`src/rtl/axi_lite_led_responder_if.sv`:
```
// ---------------------------------------------------------------------------
// axi_lite_led_responder_if
// AXI4-Lite bus bundle between the JTAG-to-AXI initiator (master) and the
// board I/O responder (slave).
//   awaddr/awvalid/awready      write address channel
//   wdata/wstrb/wvalid/wready   write data channel
//   bresp/bvalid/bready         write response channel
//   araddr/arvalid/arready      read address channel
//   rdata/rresp/rvalid/rready   read data channel
// Handshake rule on every channel: a transfer happens on the rising clock edge
// where valid and ready are both 1; once valid is raised, the payload stays
// stable and valid stays high until that edge.
// ---------------------------------------------------------------------------
interface axi_lite_led_responder_if #(
    parameter int ADDR_WIDTH = 5
);
    logic [ADDR_WIDTH-1:0] awaddr;
    logic                  awvalid;
    logic                  awready;
    logic [31:0]           wdata;
    logic [3:0]            wstrb;
    logic                  wvalid;
    logic                  wready;
    logic [1:0]            bresp;
    logic                  bvalid;
    logic                  bready;
    logic [ADDR_WIDTH-1:0] araddr;
    logic                  arvalid;
    logic                  arready;
    logic [31:0]           rdata;
    logic [1:0]            rresp;
    logic                  rvalid;
    logic                  rready;

    modport slave (
        input  awaddr, awvalid, wdata, wstrb, wvalid, bready, araddr, arvalid, rready,
        output awready, wready, bresp, bvalid, arready, rdata, rresp, rvalid
    );

    modport master (
        output awaddr, awvalid, wdata, wstrb, wvalid, bready, araddr, arvalid, rready,
        input  awready, wready, bresp, bvalid, arready, rdata, rresp, rvalid
    );
endinterface

```
`src/rtl/axi_lite_led_responder.sv`:
```
// ---------------------------------------------------------------------------
// axi_lite_led_responder
// AXI4-Lite slave giving the JTAG-to-AXI initiator register access to board
// I/O: RGB LED drive, synchronised buttons/switches, a scratch word and a
// free-running cycle counter.
// Ports:
//   clk_sys  system clock, all logic on the rising edge
//   reset    synchronous active-high reset
//   s        AXI4-Lite slave bus (see axi_lite_led_responder_if)
//   btn_i    raw push buttons BTN3..BTN0 (asynchronous)
//   sw_i     raw DIP switches SW3..SW0 (asynchronous)
//   led_o    [11:0] {LD3..LD0} x {B,G,R}; [15:12] LD7..LD4
// Register map (byte offsets):
//   0x00 ID (RO), 0x04 LED (RW, 16 bits), 0x08 INPUT (RO),
//   0x0C SCRATCH (RW), 0x10 CYCLES (RO), 0x14..0x1C unmapped -> SLVERR
// ---------------------------------------------------------------------------
module axi_lite_led_responder #(
    parameter int          ADDR_WIDTH = 5,
    parameter logic [31:0] ID_VALUE   = 32'h4A44_5231
) (
    input  logic                     clk_sys,
    input  logic                     reset,
    axi_lite_led_responder_if.slave  s,
    input  logic [3:0]               btn_i,
    input  logic [3:0]               sw_i,
    output logic [15:0]              led_o
);
    localparam int IW = ADDR_WIDTH - 2;

    localparam logic [IW-1:0] IDX_ID      = IW'(0);
    localparam logic [IW-1:0] IDX_LED     = IW'(1);
    localparam logic [IW-1:0] IDX_INPUT   = IW'(2);
    localparam logic [IW-1:0] IDX_SCRATCH = IW'(3);
    localparam logic [IW-1:0] IDX_CYCLES  = IW'(4);

    localparam logic [1:0] RESP_OKAY   = 2'b00;
    localparam logic [1:0] RESP_SLVERR = 2'b10;

    // Write channel holding registers
    logic          aw_held;
    logic [IW-1:0] aw_idx;
    logic          w_held;
    logic [31:0]   w_data_q;
    logic [3:0]    w_strb_q;
    logic          bvalid_q;
    logic [1:0]    bresp_q;

    // Read channel output registers
    logic          rvalid_q;
    logic [31:0]   rdata_q;
    logic [1:0]    rresp_q;

    // Register file
    logic [15:0]   led_reg;
    logic [31:0]   scratch;
    logic [31:0]   cycles;

    // Two-flop input synchronisers
    logic [3:0]    btn_meta, btn_sync;
    logic [3:0]    sw_meta, sw_sync;

    logic          aw_fire, w_fire, ar_fire, commit;
    logic          wr_led, wr_scratch;
    logic [1:0]    wr_resp;
    logic [31:0]   rd_data;
    logic [1:0]    rd_resp;
    logic [IW-1:0] ar_idx;

    // Byte-offset bits are ignored; this keeps them visibly consumed.
    logic          unused_addr_bits;
    assign unused_addr_bits = ^{s.awaddr[1:0], s.araddr[1:0]};

    // Ready/valid outputs. Both write channels stall while a response is
    // outstanding so at most one write is ever in flight.
    assign s.awready = ~aw_held & ~bvalid_q;
    assign s.wready  = ~w_held  & ~bvalid_q;
    assign s.bvalid  = bvalid_q;
    assign s.bresp   = bresp_q;
    assign s.arready = ~rvalid_q;
    assign s.rvalid  = rvalid_q;
    assign s.rdata   = rdata_q;
    assign s.rresp   = rresp_q;
    assign led_o     = led_reg;

    assign aw_fire = s.awvalid & s.awready;
    assign w_fire  = s.wvalid  & s.wready;
    assign ar_fire = s.arvalid & s.arready;
    // Commit in the first cycle both halves of the write are held.
    assign commit  = aw_held & w_held;
    assign ar_idx  = s.araddr[ADDR_WIDTH-1:2];

    // Write address decode
    always_comb begin
        wr_resp    = RESP_OKAY;
        wr_led     = 1'b0;
        wr_scratch = 1'b0;
        case (aw_idx)
            IDX_ID, IDX_INPUT, IDX_CYCLES: wr_resp = RESP_OKAY; // read-only: dropped silently
            IDX_LED:                       wr_led = 1'b1;
            IDX_SCRATCH:                   wr_scratch = 1'b1;
            default:                       wr_resp = RESP_SLVERR;
        endcase
    end

    // Read data mux; sampled from current register values, so a read that
    // coincides with a commit to the same register sees the pre-write value.
    always_comb begin
        rd_data = 32'h0;
        rd_resp = RESP_OKAY;
        case (ar_idx)
            IDX_ID:      rd_data = ID_VALUE;
            IDX_LED:     rd_data = {16'h0, led_reg};
            IDX_INPUT:   rd_data = {24'h0, sw_sync, btn_sync};
            IDX_SCRATCH: rd_data = scratch;
            IDX_CYCLES:  rd_data = cycles;
            default:     rd_resp = RESP_SLVERR;
        endcase
    end

    // Write channel control
    always_ff @(posedge clk_sys) begin
        if (reset) begin
            aw_held  <= 1'b0;
            aw_idx   <= '0;
            w_held   <= 1'b0;
            w_data_q <= 32'h0;
            w_strb_q <= 4'h0;
            bvalid_q <= 1'b0;
            bresp_q  <= RESP_OKAY;
        end else begin
            if (aw_fire) begin
                aw_held <= 1'b1;
                aw_idx  <= s.awaddr[ADDR_WIDTH-1:2];
            end
            if (w_fire) begin
                w_held   <= 1'b1;
                w_data_q <= s.wdata;
                w_strb_q <= s.wstrb;
            end
            if (commit) begin
                aw_held  <= 1'b0;
                w_held   <= 1'b0;
                bvalid_q <= 1'b1;
                bresp_q  <= wr_resp;
            end else if (bvalid_q && s.bready) begin
                bvalid_q <= 1'b0;
            end
        end
    end

    // Register file updates and cycle counter
    always_ff @(posedge clk_sys) begin
        if (reset) begin
            led_reg <= 16'h0;
            scratch <= 32'h0;
            cycles  <= 32'h0;
        end else begin
            cycles <= cycles + 32'd1;
            if (commit && wr_led) begin
                if (w_strb_q[0]) led_reg[7:0]  <= w_data_q[7:0];
                if (w_strb_q[1]) led_reg[15:8] <= w_data_q[15:8];
            end
            if (commit && wr_scratch) begin
                for (int i = 0; i < 4; i++) begin
                    if (w_strb_q[i]) scratch[8*i +: 8] <= w_data_q[8*i +: 8];
                end
            end
        end
    end

    // Read channel
    always_ff @(posedge clk_sys) begin
        if (reset) begin
            rvalid_q <= 1'b0;
            rdata_q  <= 32'h0;
            rresp_q  <= RESP_OKAY;
        end else if (ar_fire) begin
            rvalid_q <= 1'b1;
            rdata_q  <= rd_data;
            rresp_q  <= rd_resp;
        end else if (rvalid_q && s.rready) begin
            rvalid_q <= 1'b0;
        end
    end

    // Input synchronisers
    always_ff @(posedge clk_sys) begin
        if (reset) begin
            btn_meta <= 4'h0;
            btn_sync <= 4'h0;
            sw_meta  <= 4'h0;
            sw_sync  <= 4'h0;
        end else begin
            btn_meta <= btn_i;
            btn_sync <= btn_meta;
            sw_meta  <= sw_i;
            sw_sync  <= sw_meta;
        end
    end
endmodule

```
`src/flat_wrapper.sv`:
```
// flat-port wrapper written by rule: the top's interface ports become plain ports
module axi_lite_led_responder_flat 
#(
    parameter int          ADDR_WIDTH = 5,
    parameter logic [31:0] ID_VALUE   = 32'h4A44_5231
)
  (clk_sys, reset, btn_i, sw_i, led_o, s_awaddr, s_awvalid, s_wdata, s_wstrb, s_wvalid, s_bready, s_araddr, s_arvalid, s_rready, s_awready, s_wready, s_bresp, s_bvalid, s_arready, s_rdata, s_rresp, s_rvalid);
  axi_lite_led_responder_if #(.ADDR_WIDTH(ADDR_WIDTH)) s_i ();
  input  logic clk_sys;
  input  logic reset;
  input  logic [3:0] btn_i;
  input  logic [3:0] sw_i;
  output logic [15:0] led_o;
  input wire logic [$bits(s_i.awaddr)-1:0] s_awaddr;
  input wire logic [$bits(s_i.awvalid)-1:0] s_awvalid;
  input wire logic [$bits(s_i.wdata)-1:0] s_wdata;
  input wire logic [$bits(s_i.wstrb)-1:0] s_wstrb;
  input wire logic [$bits(s_i.wvalid)-1:0] s_wvalid;
  input wire logic [$bits(s_i.bready)-1:0] s_bready;
  input wire logic [$bits(s_i.araddr)-1:0] s_araddr;
  input wire logic [$bits(s_i.arvalid)-1:0] s_arvalid;
  input wire logic [$bits(s_i.rready)-1:0] s_rready;
  output wire logic [$bits(s_i.awready)-1:0] s_awready;
  output wire logic [$bits(s_i.wready)-1:0] s_wready;
  output wire logic [$bits(s_i.bresp)-1:0] s_bresp;
  output wire logic [$bits(s_i.bvalid)-1:0] s_bvalid;
  output wire logic [$bits(s_i.arready)-1:0] s_arready;
  output wire logic [$bits(s_i.rdata)-1:0] s_rdata;
  output wire logic [$bits(s_i.rresp)-1:0] s_rresp;
  output wire logic [$bits(s_i.rvalid)-1:0] s_rvalid;
  assign s_i.awaddr = s_awaddr;
  assign s_i.awvalid = s_awvalid;
  assign s_i.wdata = s_wdata;
  assign s_i.wstrb = s_wstrb;
  assign s_i.wvalid = s_wvalid;
  assign s_i.bready = s_bready;
  assign s_i.araddr = s_araddr;
  assign s_i.arvalid = s_arvalid;
  assign s_i.rready = s_rready;
  assign s_awready = s_i.awready;
  assign s_wready = s_i.wready;
  assign s_bresp = s_i.bresp;
  assign s_bvalid = s_i.bvalid;
  assign s_arready = s_i.arready;
  assign s_rdata = s_i.rdata;
  assign s_rresp = s_i.rresp;
  assign s_rvalid = s_i.rvalid;
  axi_lite_led_responder #(.ADDR_WIDTH(ADDR_WIDTH), .ID_VALUE(ID_VALUE)) u_core (.clk_sys(clk_sys), .reset(reset), .s(s_i), .btn_i(btn_i), .sw_i(sw_i), .led_o(led_o));
endmodule
```
`config.mk`:
```
export PLATFORM = sky130hd
export DESIGN_NAME = axi_lite_led_responder_flat
export DESIGN_NICKNAME = d
export VERILOG_FILES = /design/src/rtl/axi_lite_led_responder_if.sv /design/src/rtl/axi_lite_led_responder.sv /design/src/flat_wrapper.sv
export SDC_FILE = /design/constraint.sdc
export NUM_CORES = 1
export LEC_CHECK = 0
export ABC_AREA = 1
export CORE_UTILIZATION = 53
export CTS_CLUSTER_DIAMETER = 60
export DETAILED_ROUTE_END_ITERATION = 7
export GPL_TIMING_DRIVEN = 0
export PLACE_DENSITY = 0.76
export SLEW_MARGIN = 20
export SYNTH_ARGS = -nofsm -noshare
export SYNTH_HDL_FRONTEND = slang
export SYNTH_SLANG_ARGS = --single-unit
export TNS_END_PERCENT = 50
```
`constraint.sdc`:
```
create_clock -name clk_sys -period 1.8 [get_ports clk_sys]
set_input_delay 0.36 -clock clk_sys [delete_from_list [all_inputs] [get_ports clk_sys]]
set_output_delay 0.36 -clock clk_sys [all_outputs]
set_load 0.02 [all_outputs]
```
==> reports/metrics.yaml, run 1 <==
grt:
  antenna_found_initial: 0
  grt_pass1_vias: 5964
  grt_overflow_total: 0
  grt_usage: 0.281
  grt_pass1_wl_um: 30100
  grt_max_degree: 20
run_status:
  run_status: "finished, final reports clean"
yosys:
  yosysSeqAreaShare: 0.485
  syn_avg_cell_area_um2: 7.32
  syn_inst: 975
  syn-cell-area_mm2: 0.00714
  yosys.area.top_type: "dfxtp_1"
  synth_top_area_frac: 0.485
  synth-seq-cells: 173
  ys.flop_type: "dfxtp_1"
  async_flop_share: 0
  netlist_top_cells_area: "dfxtp_1 (49%), nor2_1 (8.8%), nand2_1 (8.3%)"
  ys_types: 32
  synth_edf_count: 0
  yosysWarnings: 0
critical_path:
  cp_num_cells: 4
  worst_path_most_repeated_cell: "clkbuf_1"
  crit_path_start: "reset"
  worstPathMaxFanout: 10
  cp-endpoint: "u_core.cycles[21]"
  cp_top_family: "buffers and inverters"
  path_buf_inv: 3
  slowest_delay_ps: 560
  r2r-end: "u_core.cycles[22]"
  reg2reg_slack_ps: 70
  worstSetupPathType: "primary input to flop"
  slowest_stage: "clkbuf_1"
  reg2regPathDepth: 8
  cp_data_required_time_ps: 2100
  start_kind: "primary input"
  end_kind: "flop"
  worstPathArrival_ps: 2080
  path_cells: "clkdlybuf4s50_1 > clkbuf_1 > clkbuf_1 > a21oi_1"
  worstReg2RegStart: "u_core.cycles[0]"
timing:
  period_minus_slack_ps: 1780
  fmax_mhz: 563
  hold_viol: 0
  worst_slew_pin_slew_ps: 669
  min_period_over_period: 0.987
  maxSlewViolCount: 0
  finalSetupViolCount: 0
  relSlewSlack: 0.554
  rsz0062_at_grt: "true"
  whs_ps: 403
  fin_worst_skew_ps: 5.98
placed_design:
  postPlaceCellArea_mm2: 0.00844
  dp_cells: 1260
  gp_congestion: 0.934
  io_buffers: 108
  hpwl_um: 14500
floorplan:
  dieArea_mm2: 0.0139
  die_height_um: 118
  start_util: 0.541
  core_area_mm2: 0.0132
  io_pins: 118
  rows: 42
  die_x_um: 118
flow_run:
  drv_cap: 0
finish:
  post-route-util: 0.685
  fin_cells: 1291
  antennaDiodeCount: 0
  nNetsFinal: 1164
  syn2layout_area_growth_pct: 26.5
  drive_gt1_frac: 0.0744
  design_area_mm2: 0.00903
clocking:
  cts_buffers: 17
  cts_max_level: 4
  worstSkewPairLatency_ps: 440
  clockRootBuffer: "clkbuf_16"
  cts_tree: "built"
  clockBufferDepth: 2
  cts_sinks: 173
  clk_pin_slew_ps: 70
routing:
  first_pass_iters: 5
  wl_per_cell_um: 14.8
  routed_wl_um: 19200
  drtIter0Drc: 557
  vias: 6745
  ant_nets: 0
  vias_per_cell: 5.22
  remaining_drc_errors: 0
power_and_ir_drop:
  ir_drop_mv: 0.681
  p_leak_nw: 3.38
  total_power_w: 0.00833
  powerDensity_mw_per_mm2: 923
worst_hold_path:
  hold_path_class: "flop to flop"
worst register-to-register path, stage by stage, from the launching register on:
cell     delay (ps)
dfxtp_2         480
ha_4            230
nand3_2         120
nor2_1          220
nand3_1         210
nor2_1          190
nand2_1          80
nand2_1          60
nor2_1           40
kinds of logic after synthesis:
kind of cell             after synthesis  share of synthesized area
flip-flops                           173                      0.485
adder cells (fa/ha/maj)                1                    0.00175
AND/OR/NAND/NOR                      395                      0.234
XOR/XNOR                               8                    0.00982
AO/OA/AOI/OAI                        250                      0.182
buffers and inverters                147                     0.0863
other                                  1                   0.000526
stage by stage:
| step | setup WS, ps | setup TNS [ps] |
|---|---|---|
| 3_3_place_gp | -488 | -21260 |
| 3_5_place_dp | -526 | -22280 |
| 2_1_floorplan | 293 | 0 |
| 4_1_cts | 2.74 | 0 |
| 5_1_grt | -39.8 | -113 |
| 6_report | 23.6 | 0 |
layout make-up:
type	count	area (um2)
multi-input combinational	656	3070
sequential	173	3460
inverter	96	363
tap	176	220
buffer	50	253
clock inverter	13	131
timing repair buffer	108	1080
clock buffer	19	443
fill	1201	4160
synthesized netlist by cell type (3+ instances only):
| master | number |
|---|---|
| buf_6 | 3 |
| clkbuf_1 | 22 |
| inv_2 | 4 |
| buf_4 | 4 |
| o21ai_0 | 117 |
| inv_1 | 90 |
| nand4_1 | 22 |
| xor2_1 | 5 |
| buf_2 | 19 |
| buf_1 | 3 |
| o21ai_1 | 6 |
| nand2_2 | 3 |
| o21bai_1 | 5 |
| nand3_1 | 25 |
| nor2_1 | 167 |
| o211ai_1 | 7 |
| dfxtp_1 | 173 |
| o22ai_1 | 11 |
| nand3_2 | 4 |
| nand2_1 | 157 |
| a21oi_1 | 102 |
| xnor2_1 | 3 |
| nand3b_1 | 4 |
| nor2_2 | 8 |
how the worst min path moves through the flow:
stage	slack, ps	endpoint	startpoint	cells after the start
2_1_floorplan	390	u_core.btn_sync[0]	u_core.btn_meta[0]	2
3_3_place_gp	390	u_core.btn_sync[2]	u_core.btn_meta[2]	2
3_5_place_dp	390	u_core.sw_sync[2]	u_core.sw_meta[2]	2
4_1_cts	410	u_core.btn_sync[3]	u_core.btn_meta[3]	2
5_1_grt	430	u_core.sw_sync[2]	u_core.sw_meta[2]	2
6_report	400	u_core.btn_sync[3]	u_core.btn_meta[3]	2
sequential cells by signal (all words and copies together), names as in the netlist:
register and count:
u_core.s.rresp 1, u_core.aw_held 1, u_core.s.rdata 32, u_core.w_strb_q 4, u_core.sw_sync 4, u_core.w_held 1, u_core.s.bvalid 1, u_core.scratch 32
u_core.cycles 32, u_core.btn_meta 4, u_core.led_o 16, u_core.sw_meta 4, u_core.btn_sync 4, u_core.w_data_q 32, u_core.s.rvalid 1, u_core.s.bresp 1
u_core.aw_idx 3
layer usage:
metal | vias to the layer above | routed length [um] | global-route usage
met5 | - | 0 | 0
met4 | 0 | 368 | 0.107
met3 | 24 | 1120 | 0.0615
met2 | 219 | 8670 | 0.432
met1 | 3061 | 9010 | 0.386
li1 | 3441 | - | -
layout by cell type (no fill, tap or decap), types with 18 or more instances in the layout:
cell type,n
a21oi_1,102
buf_2,18
clkbuf_1,21
clkdlybuf4s50_1,82
dfxtp_1,172
inv_1,90
nand2_1,157
nand3_1,25
nand4_1,22
nor2_1,167
o21ai_0,117
timing repair:
item	in CTS	in global routing
resized for setup	19	13
setup buffers	0	0
hold buffers	0	0
endpoints found under the hold margin	0	0
endpoints found under the setup margin	27	37
power by group:
part | switching [W] | internal [W]
sequential | 0.0000887 | 0.00396
combinational | 0.000400 | 0.000282
clock | 0.00163 | 0.00198
total | 0.00212 | 0.00622
No activity file was read; power rests on OpenSTA's default activity.
==> run 2, diff against run 1 <==
SLEW_MARGIN = not set   (was 20)
==> results of run 2 <==
The final DEF is identical to that of run 1; final timing and power are the same.
==> run 3, diff against run 2 <==
HOLD_SLACK_MARGIN = 0.05   (was not set)
==> results of run 3 <==
The final DEF is identical to that of run 1; final timing and power are the same.
